<file path="src/rtl/if_fetch_queue_pkg.sv">
// Shared types for the instruction-fetch front end: FSM states, PC step,
// and the fetch entry layout ({pc, instr}) held in the prefetch FIFO.
package if_fetch_queue_pkg;

    typedef enum logic [1:0] {
        IDLE = 2'd0,   // no request outstanding
        WAIT = 2'd1,   // request outstanding, data will be kept
        DROP = 2'd2    // request outstanding, data is stale after a redirect
    } fetch_state_e;

    localparam int unsigned PC_STEP       = 4;
    localparam int unsigned FETCH_ADDR_W  = 32;
    localparam int unsigned FETCH_INSTR_W = 32;

    typedef struct packed {
        logic [FETCH_ADDR_W-1:0]  pc;
        logic [FETCH_INSTR_W-1:0] instr;
    } fetch_entry_t;

endpackage

</file>
<file path="src/rtl/if_fetch_queue_fetch_fifo.sv">
// Synchronous prefetch FIFO with flush. DEPTH must be a power of two so the
// pointers wrap naturally; count is one bit wider to represent "full".
module fetch_fifo #(
    parameter int DEPTH = 4,
    parameter int W     = 64
) (
    input  logic                   clk,
    input  logic                   rst,
    input  logic                   push,
    input  logic [W-1:0]           push_data,
    input  logic                   pop,
    input  logic                   flush,
    output logic [W-1:0]           head,
    output logic [$clog2(DEPTH):0] count
);
    localparam int PTR_W = $clog2(DEPTH);
    localparam int CNT_W = PTR_W + 1;

    logic [W-1:0]     mem [DEPTH];
    logic [PTR_W-1:0] wr_ptr;
    logic [PTR_W-1:0] rd_ptr;

    // Pointer and occupancy tracking; flush wins over push/pop.
    always_ff @(posedge clk or negedge rst) begin
        if (!rst) begin
            wr_ptr <= '0;
            rd_ptr <= '0;
            count  <= '0;
        end else if (flush) begin
            wr_ptr <= '0;
            rd_ptr <= '0;
            count  <= '0;
        end else begin
            if (push) wr_ptr <= wr_ptr + PTR_W'(1);
            if (pop)  rd_ptr <= rd_ptr + PTR_W'(1);
            if (push && !pop)      count <= count + CNT_W'(1);
            else if (pop && !push) count <= count - CNT_W'(1);
        end
    end

    // Storage is not reset; the top masks the head while the FIFO is empty.
    always_ff @(posedge clk) begin
        if (push && !flush) mem[wr_ptr] <= push_data;
    end

    assign head = mem[rd_ptr];

endmodule

</file>
<file path="src/rtl/if_fetch_queue.sv">
// Instruction-fetch front end: owns the fetch PC, issues one word read at a
// time to instruction memory, buffers returns in a prefetch FIFO for decode,
// and flushes on redirect. Optional stall/flush counters under the macro
// IF_FETCH_STATS_EN.
module if_fetch_queue
    import if_fetch_queue_pkg::*;
#(
    parameter int               ADDR_W   = 32,
    parameter int               INSTR_W  = 32,
    parameter int               DEPTH    = 4,
    parameter logic [ADDR_W-1:0] RESET_PC = '0
) (
    input  logic               clk,
    input  logic               rst,
    output logic               imem_req,
    output logic [ADDR_W-1:0]  imem_addr,
    input  logic               imem_ack,
    input  logic [INSTR_W-1:0] imem_rdata,
    input  logic               redirect,
    input  logic [ADDR_W-1:0]  redirect_pc,
    output logic               if_valid,
    output logic [INSTR_W-1:0] if_instr,
    output logic [ADDR_W-1:0]  if_pc,
    input  logic               id_ready
`ifdef IF_FETCH_STATS_EN
    ,
    output logic [31:0]        stall_cnt,
    output logic [31:0]        flush_cnt
`endif
);
    localparam int               CNT_W   = $clog2(DEPTH) + 1;
    localparam logic [CNT_W:0]   DEPTH_C = (CNT_W+1)'(DEPTH);

    fetch_state_e             state, state_nxt;
    logic [ADDR_W-1:0]        fetch_pc;
    logic [ADDR_W-1:0]        req_pc;
    logic [CNT_W-1:0]         count;
    logic [CNT_W:0]           count_after;
    logic [ADDR_W+INSTR_W-1:0] head;
    logic                     push, pop, issue;

    fetch_fifo #(.DEPTH(DEPTH), .W(ADDR_W + INSTR_W)) u_fifo (
        .clk       (clk),
        .rst       (rst),
        .push      (push),
        .push_data ({req_pc, imem_rdata}),
        .pop       (pop),
        .flush     (redirect),
        .head      (head),
        .count     (count)
    );

    assign if_valid    = (count != '0);
    assign pop         = if_valid && id_ready && !redirect;
    // Occupancy if this cycle's ack is pushed alongside any pop.
    assign count_after = {1'b0, count} + (CNT_W+1)'(1) - (CNT_W+1)'(pop);

    assign imem_req  = (state != IDLE);
    assign imem_addr = req_pc;
    assign if_pc     = if_valid ? head[ADDR_W+INSTR_W-1:INSTR_W] : '0;
    assign if_instr  = if_valid ? head[INSTR_W-1:0] : '0;

    // Next state, push and issue; a slot is always reserved before issuing.
    always_comb begin
        state_nxt = state;
        issue     = 1'b0;
        push      = 1'b0;
        case (state)
            IDLE: begin
                if (!redirect && ({1'b0, count} < DEPTH_C)) begin
                    state_nxt = WAIT;
                    issue     = 1'b1;
                end
            end
            WAIT: begin
                if (redirect) begin
                    state_nxt = imem_ack ? IDLE : DROP;
                end else if (imem_ack) begin
                    push = 1'b1;
                    if (count_after < DEPTH_C) issue     = 1'b1;
                    else                       state_nxt = IDLE;
                end
            end
            DROP: begin
                // Stale data is discarded; the FIFO is empty so reissue directly.
                if (imem_ack) begin
                    if (redirect) begin
                        state_nxt = IDLE;
                    end else begin
                        state_nxt = WAIT;
                        issue     = 1'b1;
                    end
                end
            end
            default: state_nxt = IDLE;
        endcase
    end

    // State, fetch PC and the address of the outstanding request.
    always_ff @(posedge clk or negedge rst) begin
        if (!rst) begin
            state    <= IDLE;
            fetch_pc <= RESET_PC;
            req_pc   <= '0;
        end else begin
            state <= state_nxt;
            if (redirect) begin
                fetch_pc <= {redirect_pc[ADDR_W-1:2], 2'b00};
            end else if (issue) begin
                req_pc   <= fetch_pc;
                fetch_pc <= fetch_pc + ADDR_W'(PC_STEP);
            end
        end
    end

`ifdef IF_FETCH_STATS_EN
    logic [32:0] flush_sum;
    assign flush_sum = {1'b0, flush_cnt} + 33'(count) + 33'(state != IDLE);

    // Saturating stall and flushed-entry counters.
    always_ff @(posedge clk or negedge rst) begin
        if (!rst) begin
            stall_cnt <= '0;
            flush_cnt <= '0;
        end else begin
            if (if_valid && !id_ready && (stall_cnt != '1))
                stall_cnt <= stall_cnt + 32'd1;
            if (redirect)
                flush_cnt <= flush_sum[32] ? '1 : flush_sum[31:0];
        end
    end
`endif

endmodule

</file>
<file path="config.mk">
export PLATFORM = sky130hd
export DESIGN_NAME = if_fetch_queue
export DESIGN_NICKNAME = d
export VERILOG_FILES = /design/src/rtl/if_fetch_queue_pkg.sv /design/src/rtl/if_fetch_queue_fetch_fifo.sv /design/src/rtl/if_fetch_queue.sv
export SDC_FILE = /design/constraint.sdc
export NUM_CORES = 1
export LEC_CHECK = 0
export CORE_ASPECT_RATIO = 0.5
export CORE_MARGIN = 4
export CORE_UTILIZATION = 50
export DETAILED_ROUTE_END_ITERATION = 16
export PLACE_DENSITY_LB_ADDON = 0.3
export SLEW_MARGIN = 10
export SYNTH_ARGS = -nofsm -noshare
export SYNTH_HDL_FRONTEND = slang
export SYNTH_SLANG_ARGS = --single-unit
</file>
<file path="constraint.sdc">
create_clock -name clk -period 4.1 [get_ports clk]
set_input_delay 0.615 -clock clk [delete_from_list [all_inputs] [get_ports clk]]
set_output_delay 0.615 -clock clk [all_outputs]
set_load 0.05 [all_outputs]
</file>
# [Yosys cells after proc, flatten, opt, wreduce, memory -nomap -nowiden]
# Memory sizes are Yosys's and may differ from the RTL's.
# Cells that the tools add are included.
# Widths: inputs -> output; s select.
[classes] n_mux=31 magnitude_cmp=2 n_div=0 n_eq_ne=6 reduce_logical=18 bitwise=1 n_addsub=7 multipliers=0 shifts=0
[op_table] cell="$mux 32" n=4
[op_table] cell="$add 32x3->32 const B" n=1
[op_table] cell="$mux 2" n=10
[op_table] cell="$mux 1" n=12
[op_table] cell="$mux 3" n=3
[op_table] cell="$reduce_bool 2->1" n=4
[op_table] cell="$logic_and 1x1->1" n=6
[op_table] cell="$ne 3x3->1 const B" n=2
[op_table] cell="$pmux 2 s3" n=1
[op_table] cell="$reduce_bool 3->1" n=2
[op_table] cell="$add 2x1->2 const B" n=2
[op_table] cell="$add 3x1->4 const B" n=1
[op_table] cell="$lt 4x3->1 const B" n=1
[op_table] cell="$ne 2x2->1 const B" n=2
[op_table] cell="$reduce_and 4->1" n=1
[op_table] cell="$sub 4x1->4" n=1
[op_table] cell="$add 3x1->3 const B" n=1
[op_table] cell="$logic_not 1->1" n=3
[op_table] cell="$lt 3x3->1 const B" n=1
[op_table] cell="$pmux 1 s3" n=1
[op_table] cell="$sub 3x1->3 const B" n=1
[op_table] cell="$eq 2x1->1 const B" n=1
[op_table] cell="$eq 2x2->1 const B" n=1
[op_table] cell="$logic_not 2->1" n=1
[op_table] cell="other kinds (2)" n=2
[word_totals] mem_bits_ro=0 ff_bits=73 input_bits=69 mem_count=1 ramBits=256 latchBits=0
[memory_table] name="u_fifo.mem" depth=4 word_bits=64 rd=1 rd_ports_with_merged_regs=0 wr=1 line="if_fetch_queue_fetch_fifo.sv:19" source="logic [W-1:0] mem [DEPTH];"

# [Logic depth before layout (Yosys ltp)]
[logic_depth] word_depth=11 ltp_mapped=8 mapped_depth_nobuf=8

# [Cells and area by module]
# From an unflattened synthesis, not the netlist that was laid out.
[hier_totals] hier_cells=724 area_unflattened_um2=13100.1
[modules_own_cells] module="fetch_fifo" cells_each=377 n_inst=1 seq_area_each_um2=7862.5 area_each_um2=9661.8
[modules_own_cells] module="if_fetch_queue" cells_each=347 n_inst=1 seq_area_each_um2=1551.5 area_each_um2=3438.3

# [Least setup slack after synthesis]
# No wires, ideal clock.
[synth_path] path_type="input to register" startpoint="input imem_ack" endpoint="memory u_fifo.mem[0][0], enable pin" t_arrival_ps=2636 slack_ps=1038 setup_time_ps=427 t_required_ps=3673 n_path_buf=1 cell_stages=4 cell_sequence="clkbuf_2 -> nand2_1 -> nor2_1 -> and2_1"
[synth_between] elab_chain_len=6
[synth_rtl] item="from (decl)" line="if_fetch_queue.sv:17" source="input logic imem_ack,"
[synth_rtl] item="$mux 1" line="if_fetch_queue.sv:78" source="end else if (imem_ack) begin"
[synth_rtl] item="$mux 1" line="if_fetch_queue.sv:76" source="if (redirect) begin"
[synth_rtl] item="$mux 1" line="if_fetch_queue.sv:68" source="case (state)"
[synth_rtl] item="$logic_and 1x1->1" line="if_fetch_queue_fetch_fifo.sv:43" source="if (push && !flush) mem[wr_ptr] <= push_data;"
[synth_rtl] item="$mux 1" line="if_fetch_queue_fetch_fifo.sv:43"
[synth_rtl] item="$mux 1 (implied by the code)" line="if_fetch_queue_fetch_fifo.sv:43"
[synth_rtl] item="to (decl)" line="if_fetch_queue_fetch_fifo.sv:19"
# Every way passes these cells.

# [Worst setup path after layout]
[layout_path] startpoint="register u_fifo.count[2]" endpoint="output if_pc[15]"
[layout_between] elab_chain_len=2
[layout_rtl] item="from (decl)" line="if_fetch_queue_fetch_fifo.sv:14" source="output logic [$clog2(DEPTH):0] count"
[layout_rtl] item="from (signal assigned)" line="if_fetch_queue_fetch_fifo.sv:36" source="if (push && !pop) count <= count + CNT_W'(1);"
[layout_rtl] item="from (signal assigned)" line="if_fetch_queue_fetch_fifo.sv:37" source="else if (pop && !push) count <= count - CNT_W'(1);"
[layout_rtl] item="$reduce_bool 3->1" line="if_fetch_queue.sv:53" source="assign if_valid = (count != '0);"
[layout_rtl] item="$mux 32" line="if_fetch_queue.sv:60" source="assign if_pc = if_valid ? head[ADDR_W+INSTR_W-1:INSTR_W] : '0;"
[layout_rtl] item="to (decl)" line="if_fetch_queue.sv:23" source="output logic [ADDR_W-1:0] if_pc,"
# Every way passes these cells.

==> impl_metrics.env <==
export IMPL_viasPerCell=5.521
export IMPL_first_iter_violations=418
export IMPL_grt_first_pass_wirelength_um=42010
export IMPL_yosys_warnings=0
export IMPL_chipWidth_um=235.2
export IMPL_clk_latency_ps=540
export IMPL_fillers=1812
export IMPL_slowest_delay_ps=770
export IMPL_boundaryPins=167
export IMPL_postSynthCellCount=736
export IMPL_die_area_sq_um=28600
export IMPL_synthToLayoutAreaGrowth_pct=23.29
export IMPL_antenna_found_initial=0
export IMPL_cts_root_buf="clkbuf_16"
export IMPL_num_vias=6995
export IMPL_antenna_left=0
export IMPL_start_kind="flop"
export IMPL_max_slew_margin_pct=31.84
export IMPL_fin_tns_setup_ps=0
export IMPL_cts_path_max_buffers=3
export IMPL_drcViolationCount=0
export IMPL_coreArea_sq_um=25290
export IMPL_clk_pin_slew_ps=60
export IMPL_rsz0062_at_grt="no"
export IMPL_drt_total_wl_um=26520
export IMPL_powerDensity_nw_per_um2=711.3
export IMPL_htreeDepth=1
export IMPL_vdd_drop_max_mv=0.4018
export IMPL_period_needed_ps=3596
export IMPL_grt_pass1_vias=7342
export IMPL_avgSynthCellArea_sq_um=17.53
export IMPL_multi_input_area_sq_um=3515
export IMPL_end_kind="primary output"
export IMPL_post_cts_resized=0
export IMPL_finalSetupViolCount=0
export IMPL_gp_congestion=0.8013
export IMPL_cap_viol_max_count=0
export IMPL_critPathTopFamily="buffers and inverters"
export IMPL_grtUsageMet3_pct=3.302
export IMPL_num_antenna_cells=0
export IMPL_synth_edf_count=248
export IMPL_drv_slew=0
export IMPL_required_ps=3480
export IMPL_critPathMaxFanout=36
export IMPL_grt_util_met2_pct=32.37
export IMPL_fp_dieH_um=121.6
export IMPL_final_setup_skew_ps=13.98
export IMPL_ctsHoldBuffers=0
export IMPL_post_cts_buffers=0
export IMPL_worst_setup_path_type="reg2out"
export IMPL_status="finished, final reports clean"
export IMPL_grt_total_usage_pct=18.73
export IMPL_dp_cells=1215
export IMPL_hold_class="in2async"
export IMPL_worst_path_buf_inv=2
export IMPL_worstPathArrival_ps=2980
export IMPL_synthFlopType="edfxtp_1"
export IMPL_top_usage_layer="met2"
export IMPL_ys_ff_latch=317
export IMPL_synth_seq_area_share_pct=71.09
export IMPL_wl_per_cell_um=20.93
export IMPL_syn_cell_area_sq_um=12900
export IMPL_regArea_sq_um=9179
export IMPL_io_buffers=160
export IMPL_crit_chain="or3_2 -> buf_12 -> and2_1 -> clkdlybuf4s50_1"
export IMPL_critPathSlowestCell="or3_2"
export IMPL_placed_area_sq_um=14970
export IMPL_met1_usage_pct=25.90
export IMPL_fin_nets=976
export IMPL_fin_crit_sh_pct=87.70
export IMPL_instances_no_fill=1267
export IMPL_numCtsBuffers=28
export IMPL_ys_types=49
export IMPL_timing_fmax_mhz=278.1
export IMPL_layout_drive_gt1_share_pct=17.88
export IMPL_power_leakage_nw=5.289
export IMPL_cts_sinks=317
export IMPL_async_flop_share_pct=21.77
export IMPL_overflow=0
export IMPL_max_slew_worst_pin_slew_ps=1022
export IMPL_finalHoldViolCount=0
export IMPL_drt_pre_antenna_iters=4
export IMPL_rows=41
export IMPL_grt_max_degree=63
export IMPL_total_power_mw=11.32
export IMPL_finalInstanceArea_sq_um=15910
export IMPL_initial_core_util_pct=51.03
export IMPL_hpwl_um=16710
export IMPL_cts_tree="done"
==> report_power, final <==
part           switching [mW]  internal (mW)
clock                    1.12           1.55
sequential              0.321           3.88
combinational            2.77           1.67
==> routing by layer <==
| metal | vias to the layer above | wire, um |
|---|---|---|
| met5 | - | 0 |
| met4 | 0 | 400 |
| met3 | 29 | 1057 |
| met2 | 128 | 13400 |
| met1 | 3666 | 11660 |
| li1 | 3172 | - |
==> kinds of logic (layout without fill, tap and decap cells) <==
family	after synthesis	in the layout	share of synthesized area, %
xor gates and xnor gates	29	29	1.968
other	1	4	0.02906
buffers and inverters	51	235	1.871
adders and majority gates	6	6	0.6399
muxes	94	94	13.60
and+or+nand+nor	164	164	6.884
AOI/OAI and AO/OA	74	74	3.917
DFF	317	317	71.09
==> flip-flops by register name (all words and copies together), names as in the netlist <==
signal / cells
imem_addr: 30
u_fifo.wr_ptr: 2
u_fifo.rd_ptr: 2
u_fifo.mem: 248
fetch_pc: 30
state: 2
u_fifo.count: 3
==> cells in the mapped netlist (3+ instances only) <==
| master | count | area, sq um |
|---|---|---|
| ha_1 | 5 | 62.56 |
| a31oi_1 | 5 | 31.28 |
| nand3_1 | 12 | 60.06 |
| o21ai_1 | 6 | 30.03 |
| nand2_1 | 44 | 165.2 |
| mux4_2 | 62 | 1396 |
| o21ai_0 | 23 | 115.1 |
| mux2_2 | 31 | 349.1 |
| buf_6 | 3 | 33.78 |
| nor2b_1 | 4 | 25.02 |
| and3_1 | 3 | 18.77 |
| and4_1 | 4 | 35.03 |
| a21oi_1 | 9 | 45.04 |
| and2_1 | 68 | 425.4 |
| xnor2_1 | 26 | 227.7 |
| nor2_1 | 12 | 45.04 |
| dfrtp_1 | 69 | 1727 |
| a2111oi_0 | 3 | 26.28 |
| edfxtp_1 | 248 | 7447 |
| buf_2 | 9 | 45.04 |
| inv_1 | 9 | 33.78 |
| clkbuf_1 | 25 | 93.84 |
| xor2_1 | 3 | 26.28 |
| buf_4 | 4 | 30.03 |
| or3_1 | 3 | 18.77 |
| a211oi_1 | 13 | 97.59 |
| nand4_1 | 5 | 31.28 |
==> layout make-up <==
| cell class | count | share of cell area (%) |
|---|---|---|
| clock buffers | 44 | 5.363 |
| clock inverters | 8 | 0.5662 |
| inverters | 9 | 0.2123 |
| multi-input cells | 371 | 22.09 |
| flip-flops and latches | 317 | 57.69 |
| well taps | 344 | 2.705 |
| repair buffers | 174 | 11.37 |
==> metrics by stage <==
| stage | setup slack, ps | util, % | hold WS [ps] |
|---|---|---|---|
| after floorplan | 1038 | - | 319.4 |
| after detailed placement | 1009 | 59.18 | 530.5 |
| after CTS | 445.6 | 62.91 | 271.3 |
| after global routing | 363.0 | 62.91 | 316.9 |
| final | 504.3 | 62.91 | 241.7 |
| after global placement | 1037 | 59.18 | 525.5 |
==> cell usage in the layout (no fill, tap or decap), types with 3 or more instances in the layout <==
master           Yosys  final
o21ai_0             23     23
buf_4                4      5
a31oi_1              5      5
edfxtp_1           248    248
nand3_1             12     12
dfrtp_1             69     67
nand2_1             44     44
and2_1              68     64
clkbuf_16            0     30
xor2_1               3      3
inv_1                9      9
clkbuf_1            25      9
clkinv_2             0      4
buf_12               0      9
xnor2_1             26     26
a2111oi_0            3      3
and3_1               3      3
conb_1               1      4
clkdlybuf4s50_1      0    158
a21oi_1              9      9
a211oi_1            13     13
clkbuf_8             0      5
nand4_1              5      5
ha_1                 5      5
o21ai_1              6      6
mux4_2              62     62
and2_4               0      4
nor2b_1              4      4
nor2_1              12     11
and4_1               4      4
mux2_2              31     31
==> final timing paths <==
| kind | from | endpoint | slack [ps] | depth (start not counted) |
|---|---|---|---|---|
| max in group asynchronous | rst | u_fifo.rd_ptr[1]$_DFFE_PN0P_ | 2920 | 2 |
| min | rst | imem_addr[7]$_DFFE_PN0P_ | 240 | 1 |
| max | u_fifo.count[2]$_DFFE_PN0P_ | if_pc[15] | 500 | 4 |
| min reg2reg | imem_addr[8]$_DFFE_PN0P_ | u_fifo.mem[3][40]$_DFFE_PP_ | 550 | 0 |
| max reg2reg | u_fifo.count[2]$_DFFE_PN0P_ | u_fifo.count[1]$_DFFE_PN0P_ | 1380 | 7 |
| min in group clk | imem_addr[8]$_DFFE_PN0P_ | u_fifo.mem[3][40]$_DFFE_PP_ | 550 | 0 |
No activity file was read; power rests on OpenSTA's default activity.
